`config.mk`:
```
export PLATFORM = sky130hd
export DESIGN_NAME = multi_commit_rob
export DESIGN_NICKNAME = d
export VERILOG_FILES = /design/src/rtl/multi_commit_rob.sv
export SDC_FILE = /design/constraint.sdc
export NUM_CORES = 2
export LEC_CHECK = 0
export CAP_MARGIN = 10
export CORE_MARGIN = 4
export CORE_UTILIZATION = 40
export CTS_BUF_LIST = sky130_fd_sc_hd__clkbuf_2
export DETAILED_ROUTE_END_ITERATION = 10
export GPL_TIMING_DRIVEN = 0
export PLACE_DENSITY = 0.64
export SLEW_MARGIN = 20
export SYNTH_ARGS = -nofsm -noshare
export SYNTH_HDL_FRONTEND = slang
export SYNTH_SLANG_ARGS = --single-unit
```
`constraint.sdc`:
```
create_clock -name clk_in -period 7 [get_ports clk_in]
set_input_delay 1.4 -clock clk_in [delete_from_list [all_inputs] [get_ports clk_in]]
set_output_delay 1.4 -clock clk_in [all_outputs]
set_load 0.01 [all_outputs]
```
`src/rtl/multi_commit_rob.sv`:
```
`default_nettype none
// ============================================================================
// Module      : multi_commit_rob
// Description : Reorder buffer with in-order retirement of up to two entries
//               per cycle, branch/JALR resolution and registered strobes.
// Revision    : 1.0 - initial release
// ============================================================================
module multi_commit_rob #(
    parameter int RoB_WIDTH   = 3,
    parameter int DUAL_COMMIT = 1
) (
    input  logic                     clk_in,
    input  logic                     rst_in,
    input  logic                     rdy_in,
    input  logic                     disp_en,
    input  logic [1:0]               disp_type,
    input  logic [4:0]               disp_rd,
    input  logic                     disp_pred,
    input  logic                     disp_ready,
    input  logic [31:0]              disp_pc,
    input  logic [31:0]              disp_alt_pc,
    input  logic [31:0]              disp_data,
    input  logic                     cdb_en,
    input  logic [RoB_WIDTH-1:0]     cdb_idx,
    input  logic [31:0]              cdb_data,
    input  logic [RoB_WIDTH-1:0]     q0_idx,
    input  logic [RoB_WIDTH-1:0]     q1_idx,
    output logic                     q0_ready,
    output logic [31:0]              q0_data,
    output logic                     q1_ready,
    output logic [31:0]              q1_data,
    output logic [1:0]               rf_en,
    output logic [9:0]               rf_reg,
    output logic [2*RoB_WIDTH-1:0]   rf_idx,
    output logic [63:0]              rf_data,
    output logic                     redirect_en,
    output logic [31:0]              redirect_pc,
    output logic                     bp_en,
    output logic [31:0]              bp_pc,
    output logic                     bp_taken,
    output logic                     full,
    output logic [RoB_WIDTH-1:0]     tail_idx,
    output logic [RoB_WIDTH:0]       count,
    output logic                     flush_signal
);
    localparam int         c_DEPTH  = 1 << RoB_WIDTH;
    localparam logic [1:0] c_T_REG  = 2'd0;
    localparam logic [1:0] c_T_BR   = 2'd1;
    localparam logic [1:0] c_T_JALR = 2'd2;
    localparam logic [1:0] c_T_ST   = 2'd3;

    logic [c_DEPTH-1:0]     busy_q, ready_q, pred_q;
    logic [1:0]             type_q [c_DEPTH];
    logic [4:0]             rd_q   [c_DEPTH];
    logic [31:0]            pc_q   [c_DEPTH];
    logic [31:0]            alt_q  [c_DEPTH];
    logic [31:0]            data_q [c_DEPTH];

    logic [RoB_WIDTH-1:0]   head_q, head_d, tail_q, tail_d;
    logic [RoB_WIDTH:0]     count_q, count_d;

    logic [1:0]             rf_en_q, rf_en_d;
    logic [9:0]             rf_reg_q, rf_reg_d;
    logic [2*RoB_WIDTH-1:0] rf_idx_q, rf_idx_d;
    logic [63:0]            rf_data_q, rf_data_d;
    logic                   redirect_en_q, redirect_en_d;
    logic [31:0]            redirect_pc_q, redirect_pc_d;
    logic                   bp_en_q, bp_en_d, bp_taken_q, bp_taken_d;
    logic [31:0]            bp_pc_q, bp_pc_d;
    logic                   flush_q, flush_d;

    logic                   w_full, w_alloc, w_cdb, w_ret0, w_ret1;
    logic                   w_simple0, w_simple1;
    logic [RoB_WIDTH-1:0]   w_h1;
    logic [1:0]             w_t0, w_t1, w_nret;

    assign w_full    = (count_q == (RoB_WIDTH+1)'(c_DEPTH));
    assign w_alloc   = disp_en && !w_full && !flush_q;
    assign w_cdb     = cdb_en && busy_q[cdb_idx] && !flush_q;
    assign w_h1      = head_q + RoB_WIDTH'(1);
    assign w_t0      = type_q[head_q];
    assign w_t1      = type_q[w_h1];
    assign w_simple0 = (w_t0 == c_T_REG) || (w_t0 == c_T_ST);
    assign w_simple1 = (w_t1 == c_T_REG) || (w_t1 == c_T_ST);
    assign w_ret0    = !flush_q && busy_q[head_q] && ready_q[head_q];
    // Control-flow entries retire alone so a redirect never trails a younger commit.
    assign w_ret1    = (DUAL_COMMIT != 0) && w_ret0 && busy_q[w_h1] && ready_q[w_h1]
                       && w_simple0 && w_simple1;
    assign w_nret    = {1'b0, w_ret0} + {1'b0, w_ret1};

    always_comb begin
        rf_en_d       = '0;
        rf_reg_d      = '0;
        rf_idx_d      = '0;
        rf_data_d     = '0;
        redirect_en_d = 1'b0;
        redirect_pc_d = '0;
        bp_en_d       = 1'b0;
        bp_pc_d       = '0;
        bp_taken_d    = 1'b0;
        flush_d       = 1'b0;
        if (w_ret0) begin
            case (w_t0)
                c_T_REG: begin
                    rf_en_d[0]                = 1'b1;
                    rf_reg_d[4:0]             = rd_q[head_q];
                    rf_idx_d[RoB_WIDTH-1:0]   = head_q;
                    rf_data_d[31:0]           = data_q[head_q];
                end
                c_T_BR: begin
                    bp_en_d    = 1'b1;
                    bp_pc_d    = pc_q[head_q];
                    bp_taken_d = data_q[head_q][0];
                    if (data_q[head_q][0] != pred_q[head_q]) begin
                        redirect_en_d = 1'b1;
                        redirect_pc_d = alt_q[head_q];
                        flush_d       = 1'b1;
                    end
                end
                c_T_JALR: begin
                    rf_en_d[0]              = 1'b1;
                    rf_reg_d[4:0]           = rd_q[head_q];
                    rf_idx_d[RoB_WIDTH-1:0] = head_q;
                    rf_data_d[31:0]         = pc_q[head_q] + 32'd4;
                    redirect_en_d           = 1'b1;
                    redirect_pc_d           = data_q[head_q] & 32'hFFFF_FFFE;
                    flush_d                 = 1'b1;
                end
                default: ;
            endcase
        end
        if (w_ret1 && (w_t1 == c_T_REG)) begin
            rf_en_d[1]                          = 1'b1;
            rf_reg_d[9:5]                       = rd_q[w_h1];
            rf_idx_d[2*RoB_WIDTH-1:RoB_WIDTH]   = w_h1;
            rf_data_d[63:32]                    = data_q[w_h1];
        end
    end

    always_comb begin
        head_d  = head_q + RoB_WIDTH'(w_nret);
        tail_d  = tail_q + RoB_WIDTH'(w_alloc);
        count_d = count_q + (RoB_WIDTH+1)'(w_alloc) - (RoB_WIDTH+1)'(w_nret);
        if (flush_q) begin
            head_d  = '0;
            tail_d  = '0;
            count_d = '0;
        end
    end

    always_ff @(posedge clk_in) begin
        if (rst_in) begin
            busy_q        <= '0;
            ready_q       <= '0;
            head_q        <= '0;
            tail_q        <= '0;
            count_q       <= '0;
            rf_en_q       <= '0;
            rf_reg_q      <= '0;
            rf_idx_q      <= '0;
            rf_data_q     <= '0;
            redirect_en_q <= 1'b0;
            redirect_pc_q <= '0;
            bp_en_q       <= 1'b0;
            bp_pc_q       <= '0;
            bp_taken_q    <= 1'b0;
            flush_q       <= 1'b0;
        end else if (rdy_in) begin
            head_q        <= head_d;
            tail_q        <= tail_d;
            count_q       <= count_d;
            rf_en_q       <= rf_en_d;
            rf_reg_q      <= rf_reg_d;
            rf_idx_q      <= rf_idx_d;
            rf_data_q     <= rf_data_d;
            redirect_en_q <= redirect_en_d;
            redirect_pc_q <= redirect_pc_d;
            bp_en_q       <= bp_en_d;
            bp_pc_q       <= bp_pc_d;
            bp_taken_q    <= bp_taken_d;
            flush_q       <= flush_d;
            if (flush_q) begin
                busy_q  <= '0;
                ready_q <= '0;
            end else begin
                if (w_ret0) busy_q[head_q] <= 1'b0;
                if (w_ret1) busy_q[w_h1]   <= 1'b0;
                if (w_cdb)  ready_q[cdb_idx] <= 1'b1;
                if (w_alloc) begin
                    busy_q[tail_q]  <= 1'b1;
                    ready_q[tail_q] <= disp_ready;
                end
            end
        end
    end

    // Payload needs no reset: busy/ready gate every use of it.
    always_ff @(posedge clk_in) begin
        if (!rst_in && rdy_in && !flush_q) begin
            if (w_cdb) data_q[cdb_idx] <= cdb_data;
            if (w_alloc) begin
                type_q[tail_q] <= disp_type;
                rd_q[tail_q]   <= disp_rd;
                pred_q[tail_q] <= disp_pred;
                pc_q[tail_q]   <= disp_pc;
                alt_q[tail_q]  <= disp_alt_pc;
                data_q[tail_q] <= disp_data;
            end
        end
    end

    assign q0_ready     = (cdb_en && cdb_idx == q0_idx) ? 1'b1     : ready_q[q0_idx];
    assign q0_data      = (cdb_en && cdb_idx == q0_idx) ? cdb_data : data_q[q0_idx];
    assign q1_ready     = (cdb_en && cdb_idx == q1_idx) ? 1'b1     : ready_q[q1_idx];
    assign q1_data      = (cdb_en && cdb_idx == q1_idx) ? cdb_data : data_q[q1_idx];

    assign rf_en        = rf_en_q;
    assign rf_reg       = rf_reg_q;
    assign rf_idx       = rf_idx_q;
    assign rf_data      = rf_data_q;
    assign redirect_en  = redirect_en_q;
    assign redirect_pc  = redirect_pc_q;
    assign bp_en        = bp_en_q;
    assign bp_pc        = bp_pc_q;
    assign bp_taken     = bp_taken_q;
    assign full         = w_full;
    assign tail_idx     = tail_q;
    assign count        = count_q;
    assign flush_signal = flush_q;
endmodule
`default_nettype wire

```
# Word-level counts from Yosys, hierarchy flattened

Memories as Yosys holds them, arrays and structs flattened. A register that Yosys moved wholly into a read port is not among the register bits.
Index checks and enable logic that the tools add are counted.

Add/sub/neg operators: 7
$lt $le $gt $ge: 10
Equal/unequal tests: 8
Muxes and demuxes: 89
Bitwise gates (word level): 6
Reduce and logical (&&, ||, !) cells: 28

Operator list:

| operator                                                                            | count |
|---|---|
| 32-bit 2-to-1 mux                                                                   | 8 |
| 8-bit 2-to-1 mux                                                                    | 16 |
| 32-bit case mux with 2 select lines                                                 | 2 |
| 3-bit 2-to-1 mux                                                                    | 15 |
| 32-bit by 3-bit adder with 32-bit output, second input constant                     | 1 |
| 1-bit 2-to-1 mux                                                                    | 29 |
| 1-bit binary-select mux with 3-bit select                                           | 8 |
| 3-bit by 4-bit < comparator with 1-bit output, second input constant                | 6 |
| 1-bit logical AND                                                                   | 19 |
| 8-bit bitwise AND                                                                   | 2 |
| 8-bit bitwise mux                                                                   | 2 |
| 8-bit inverter                                                                      | 2 |
| 8-bit bitwise OR                                                                    | 2 |
| 5-bit 2-to-1 mux                                                                    | 3 |
| 1-bit demux with 3-bit select                                                       | 4 |
| 3-bit by 1-bit greater-or-equal comparator with 1-bit output, second input constant | 4 |
| 2-bit == test, second input constant                                                | 3 |
| 3-bit == test                                                                       | 2 |
| 4-bit by 1-bit adder with 4-bit output                                              | 1 |
| 4-bit == test, second input constant                                                | 1 |
| 2-bit zero test                                                                     | 2 |
| 4-bit 2-to-1 mux                                                                    | 1 |
| 4-bit by 2-bit subtractor with 4-bit output                                         | 1 |
| 3-bit by 1-bit adder with 3-bit output                                              | 1 |
| other kinds (10)                                                                    | 13 |

Flip-flop bits (word level): 183
RAM bits: 824
Bits of input ports: 151
Output and inout port bits: 224
Logic and storage cells: 168
Memories kept: 5

Memory list:

| name   | words | width | rd ports | clocked after memory_dff | write ports | line | text |
|---|---|---|---|---|---|---|---|
| alt_q  | 8     | 32    | 1        | 1                        | 1           | 56   | `logic [31:0] alt_q [c_DEPTH];` |
| data_q | 8     | 32    | 4        | 1                        | 2           | 57   | `logic [31:0] data_q [c_DEPTH];` |
| pc_q   | 8     | 32    | 1        | 1                        | 1           | 55   | `logic [31:0] pc_q [c_DEPTH];` |
| rd_q   | 8     | 5     | 2        | 1                        | 1           | 54   | `logic [4:0] rd_q [c_DEPTH];` |
| type_q | 8     | 2     | 2        | 1                        | 1           | 53   | `logic [1:0] type_q [c_DEPTH];` |

# Depth between registers and ports, before layout

Depth in word-level cells: 18
Mapped depth: 20
Mapped depth without buffers: 17

# Worst setup path before layout

No wires, ideal clock.

Kind: input to register
From: in rst_in
To: mem data_q[2][0], enable pin
Library setup time: 0.428 ns
Arrival: 6.178 ns
Required time: 6.572 ns
Setup slack: 0.394 ns
Stages: 9
Path buffers: 3
Cell sequence: clkbuf_1 nand2b_1 or2_1 clkbuf_1 nor2_1 nand2_1 nor3_1 clkbuf_1 o21bai_1

RTL lines:

| item            | line | text |
|---|---|---|
| start, declared | 13   | `input logic rst_in,` |
| end, declared   | 57   |  |

# Worst setup path after layout

From: in cdb_idx[1]
To: out q1_data[22]

Cells in the longest elaborated chain, start to end: 3

Ends and longest elaborated chain:

| item              | line | text |
|---|---|---|
| start, declared   | 24   | `input logic [RoB_WIDTH-1:0] cdb_idx,` |
| 3-bit == test     | 215  | `assign q1_data = (cdb_en && cdb_idx == q1_idx) ? cdb_data : data_q[q1_idx];` |
| 1-bit logical AND | 215  |  |
| 32-bit 2-to-1 mux | 215  |  |
| end, declared     | 31   | `output logic [31:0] q1_data,` |

Every way passes these cells.

==> impl_metrics.ini <==
[detailed_routing]
wl_per_cell_um = 32.48
vias = 36490
dr.pass1.iters = 9
drt_first_iter_violations = 5619
vias_per_cell = 6.190
routed_wl_um = 191500
drc = 0
ant_nets = 0

[timing]
setup_viol = 0
fmax_ghz = 0.1442
hold_viol = 0
drv_slew = 0
min_period_over_period_pct = 99.06
period_minus_slack_ns = 6.934
max_slew_margin_pct = 10.13
worst_slack_ns = 0.06564
rsz0062_at_grt = no
fin_skew_ns = 0.2035
worst_slew_pin_slew_ns = 1.311
tns_ns = 0

[grt]
antenna_found_initial = 36
grt_pass1_wl_um = 262900
grt_max_degree = 38
first_global_vias = 35660
overflow = 0
grt.total_usage_pct = 29.22

[cts]
clk_pin_slew_ns = 0.09
clk_path_buf_depth = 4
cts_root_buffer = clkbuf_2
htreeDepth = 5
clk_latency_ns = 1.62
cts_buffers = 281
tritoncts = yes
cts_sinks = 1010

[floorplan]
die_height_um = 358.5
core_mm2 = 0.1219
initial_utilization_pct = 40.31
io_pins = 375
fp.dieArea_mm2 = 0.1285
rows = 128
die_x_um = 358.5

[critical_path]
cp.required_ns = 5.60
crit_start = cdb_idx[1]
rr_worst_depth = 16
cp_max_fo = 10
critPathKind = input pin to primary output
crit_end = q1_data[22]
critPathCaptureType = primary output
startpoint_type = input pin
reg2reg_slack_ns = 0.31
rr_endpoint = rf_data[38]
arrival_ns = 5.53

[power_and_ir_drop]
p_leak_nw = 19.35
p_seq_share_pct = 55.4
power.density_mw_per_mm2 = 204.0
finalPower_mw = 11.86
power.share.switching_pct = 26.62
p_sw_mw = 3.156
p_int_mw = 8.699
max-vdd-ir-drop_mv = 0.1551
p_clk_share_pct = 36.1
combPwrFrac_pct = 8.5

[synthesis]
ys_top_cells_by_area = edfxtp_1 51%, mux4_2 15%, dfxtp_1 7.3%
synth_most_common_cell = edfxtp_1
synthArstFlopShare_pct = 0
avgSynthCellArea_um2 = 14.48
syn_nets = 3562
ys_warn_count = 0
synthDistinctLibCells = 76
synth_flop_cell = edfxtp_1
seq_area_frac_synth_pct = 58.10
synth_edf_count = 832
synth-seq-cells = 1010
synthCells = 3393
netlist.area_leader.share_pct = 50.85
ys_top_cells_by_count = 832 x edfxtp_1, 453 x nand2_1, 321 x mux4_2
syn_area_mm2 = 0.04913
yosysTopAreaCell = edfxtp_1

[final_layout]
regArea_mm2 = 0.02855
syn_to_final_growth_pct = 18.26
stdcell_area_mm2 = 0.05811
reg.largest.list = alt_q: 256 flops, data_q: 256 flops, pc_q: 256 flops
drive_above_1_share_pct = 26.88
multi_input_area_mm2 = 0.01939
fillers = 10850
utilization_pct = 47.68
finalNetCount = 4221

[place]
gp_congestion = 0.9727
dp_hpwl_um = 133900
placed_area_mm2 = 0.05555
portBuffers = 335
place_ws_ns = -0.1740

[hold_path]
hold_path_depth = 3
min_path_type = input pin to register

[run]
drv_cap = 0

[status]
status = finished clean
layout make-up:
class	count	area share, %
Sequential cell	1010	49.13
Multi-Input combinational cell	2061	33.38
Tap cell	1625	3.499
Clock buffer	425	3.661
Buffer	295	2.246
Antenna cell	25	0.1077
Timing Repair Buffer	376	7.263
Clock inverter	51	0.5340
Inverter	27	0.1830
kinds of logic after synthesis:
family | count (synthesis) | share of synthesized area, %
AND/OR/NAND/NOR | 766 | 6.662
XOR/XNOR | 31 | 0.5526
flip-flops | 1010 | 58.10
buffers and inverters | 322 | 2.738
AO/OA/AOI/OAI | 485 | 6.287
multiplexers | 761 | 25.17
adder cells (fa/ha/maj) | 18 | 0.4889
critical path, cell delays in order:
cell and delay (ns):
clkdlybuf4s50_1 0.70, clkbuf_1 0.65, xnor2_1 0.16, nand4_1 0.29, clkbuf_2 0.55, clkbuf_1 0.67
nor2_1 0.08, a21oi_1 0.37, clkdlybuf4s50_1 0.63
stage by stage:
stage | cells | hold WS (ns)
3_5_place_dp | 5390 | 0.4342
3_3_place_gp | 5353 | 0.4307
2_1_floorplan | 3393 | 0.4666
6_report | 5895 | 0.3149
4_1_cts | 5867 | 0.1112
5_1_grt | 5879 | 0.2144
repair_timing:
| item | 4_1_cts | 5_1_grt |
|---|---|---|
| setup buffers | 0 | 0 |
| endpoints found under the hold margin | 3 | 0 |
| gates resized for setup | 1 | 0 |
| endpoints found under the setup margin | 1 | 0 |
| hold buffers | 1 | 0 |
power groups by stage:
stage / clock, mW / combinational, mW / sequential [mW]
final: 4.28 / 1.00 / 6.57
after global routing: 4.67 / 1.04 / 6.57
after CTS: 4.32 / 0.981 / 6.57
after detailed placement: 0 / 0.977 / 6.71
after global placement: 0 / 0.948 / 6.71
after floorplan: 0 / 0.486 / 6.70
worst min-delay path by stage:
stage,slack (ns),end,start
6_report,0.31,data_q[4][21],cdb_data[21]
5_1_grt,0.21,data_q[4][21],cdb_data[21]
4_1_cts,0.11,data_q[4][21],cdb_data[21]
3_5_place_dp,0.43,rf_en[1],rf_en[1]
3_3_place_gp,0.43,rf_en[1],rf_en[1]
2_1_floorplan,0.47,bp_en,bp_en
metal layers:
metal | global-route usage (%) | routed length (µm) | vias up
li1 | - | - | 14860
met1 | 36.09 | 67820 | 18160
met2 | 42.10 | 82100 | 2809
met3 | 13.44 | 29010 | 640
met4 | 16.92 | 12280 | 22
met5 | 0.8302 | 276 | -
placed cells by master (no fill, tap or decap), drive strengths merged, types with 6 or more instances in the layout:
| cell | Yosys | final |
|---|---|---|
| a311oi | 14 | 14 |
| a22oi | 31 | 31 |
| diode | 0 | 25 |
| xnor2 | 25 | 25 |
| a21oi | 123 | 123 |
| a211o | 6 | 6 |
| o211ai | 24 | 24 |
| o31ai | 17 | 17 |
| buf | 121 | 159 |
| dfxtp | 178 | 178 |
| nand4 | 10 | 10 |
| inv | 26 | 31 |
| o311a | 13 | 13 |
| xor2 | 6 | 6 |
| a22o | 16 | 16 |
| clkbuf | 174 | 601 |
| nand3 | 33 | 33 |
| ha | 16 | 16 |
| or2 | 6 | 6 |
| clkinv | 1 | 43 |
| edfxtp | 832 | 832 |
| and2 | 19 | 19 |
| mux2 | 219 | 219 |
| clkdlybuf4s50 | 0 | 335 |
| mux2i | 193 | 193 |
| o221ai | 28 | 28 |
| o21ai | 140 | 140 |
| o22ai | 32 | 32 |
| a211oi | 6 | 6 |
| nand2 | 454 | 454 |
| nor3 | 43 | 43 |
| nor4 | 6 | 6 |
| nand3b | 6 | 6 |
| nand2b | 13 | 13 |
| or3 | 6 | 6 |
| nor2 | 145 | 145 |
| mux4 | 349 | 349 |
Power figures use the tool's default switching activity.
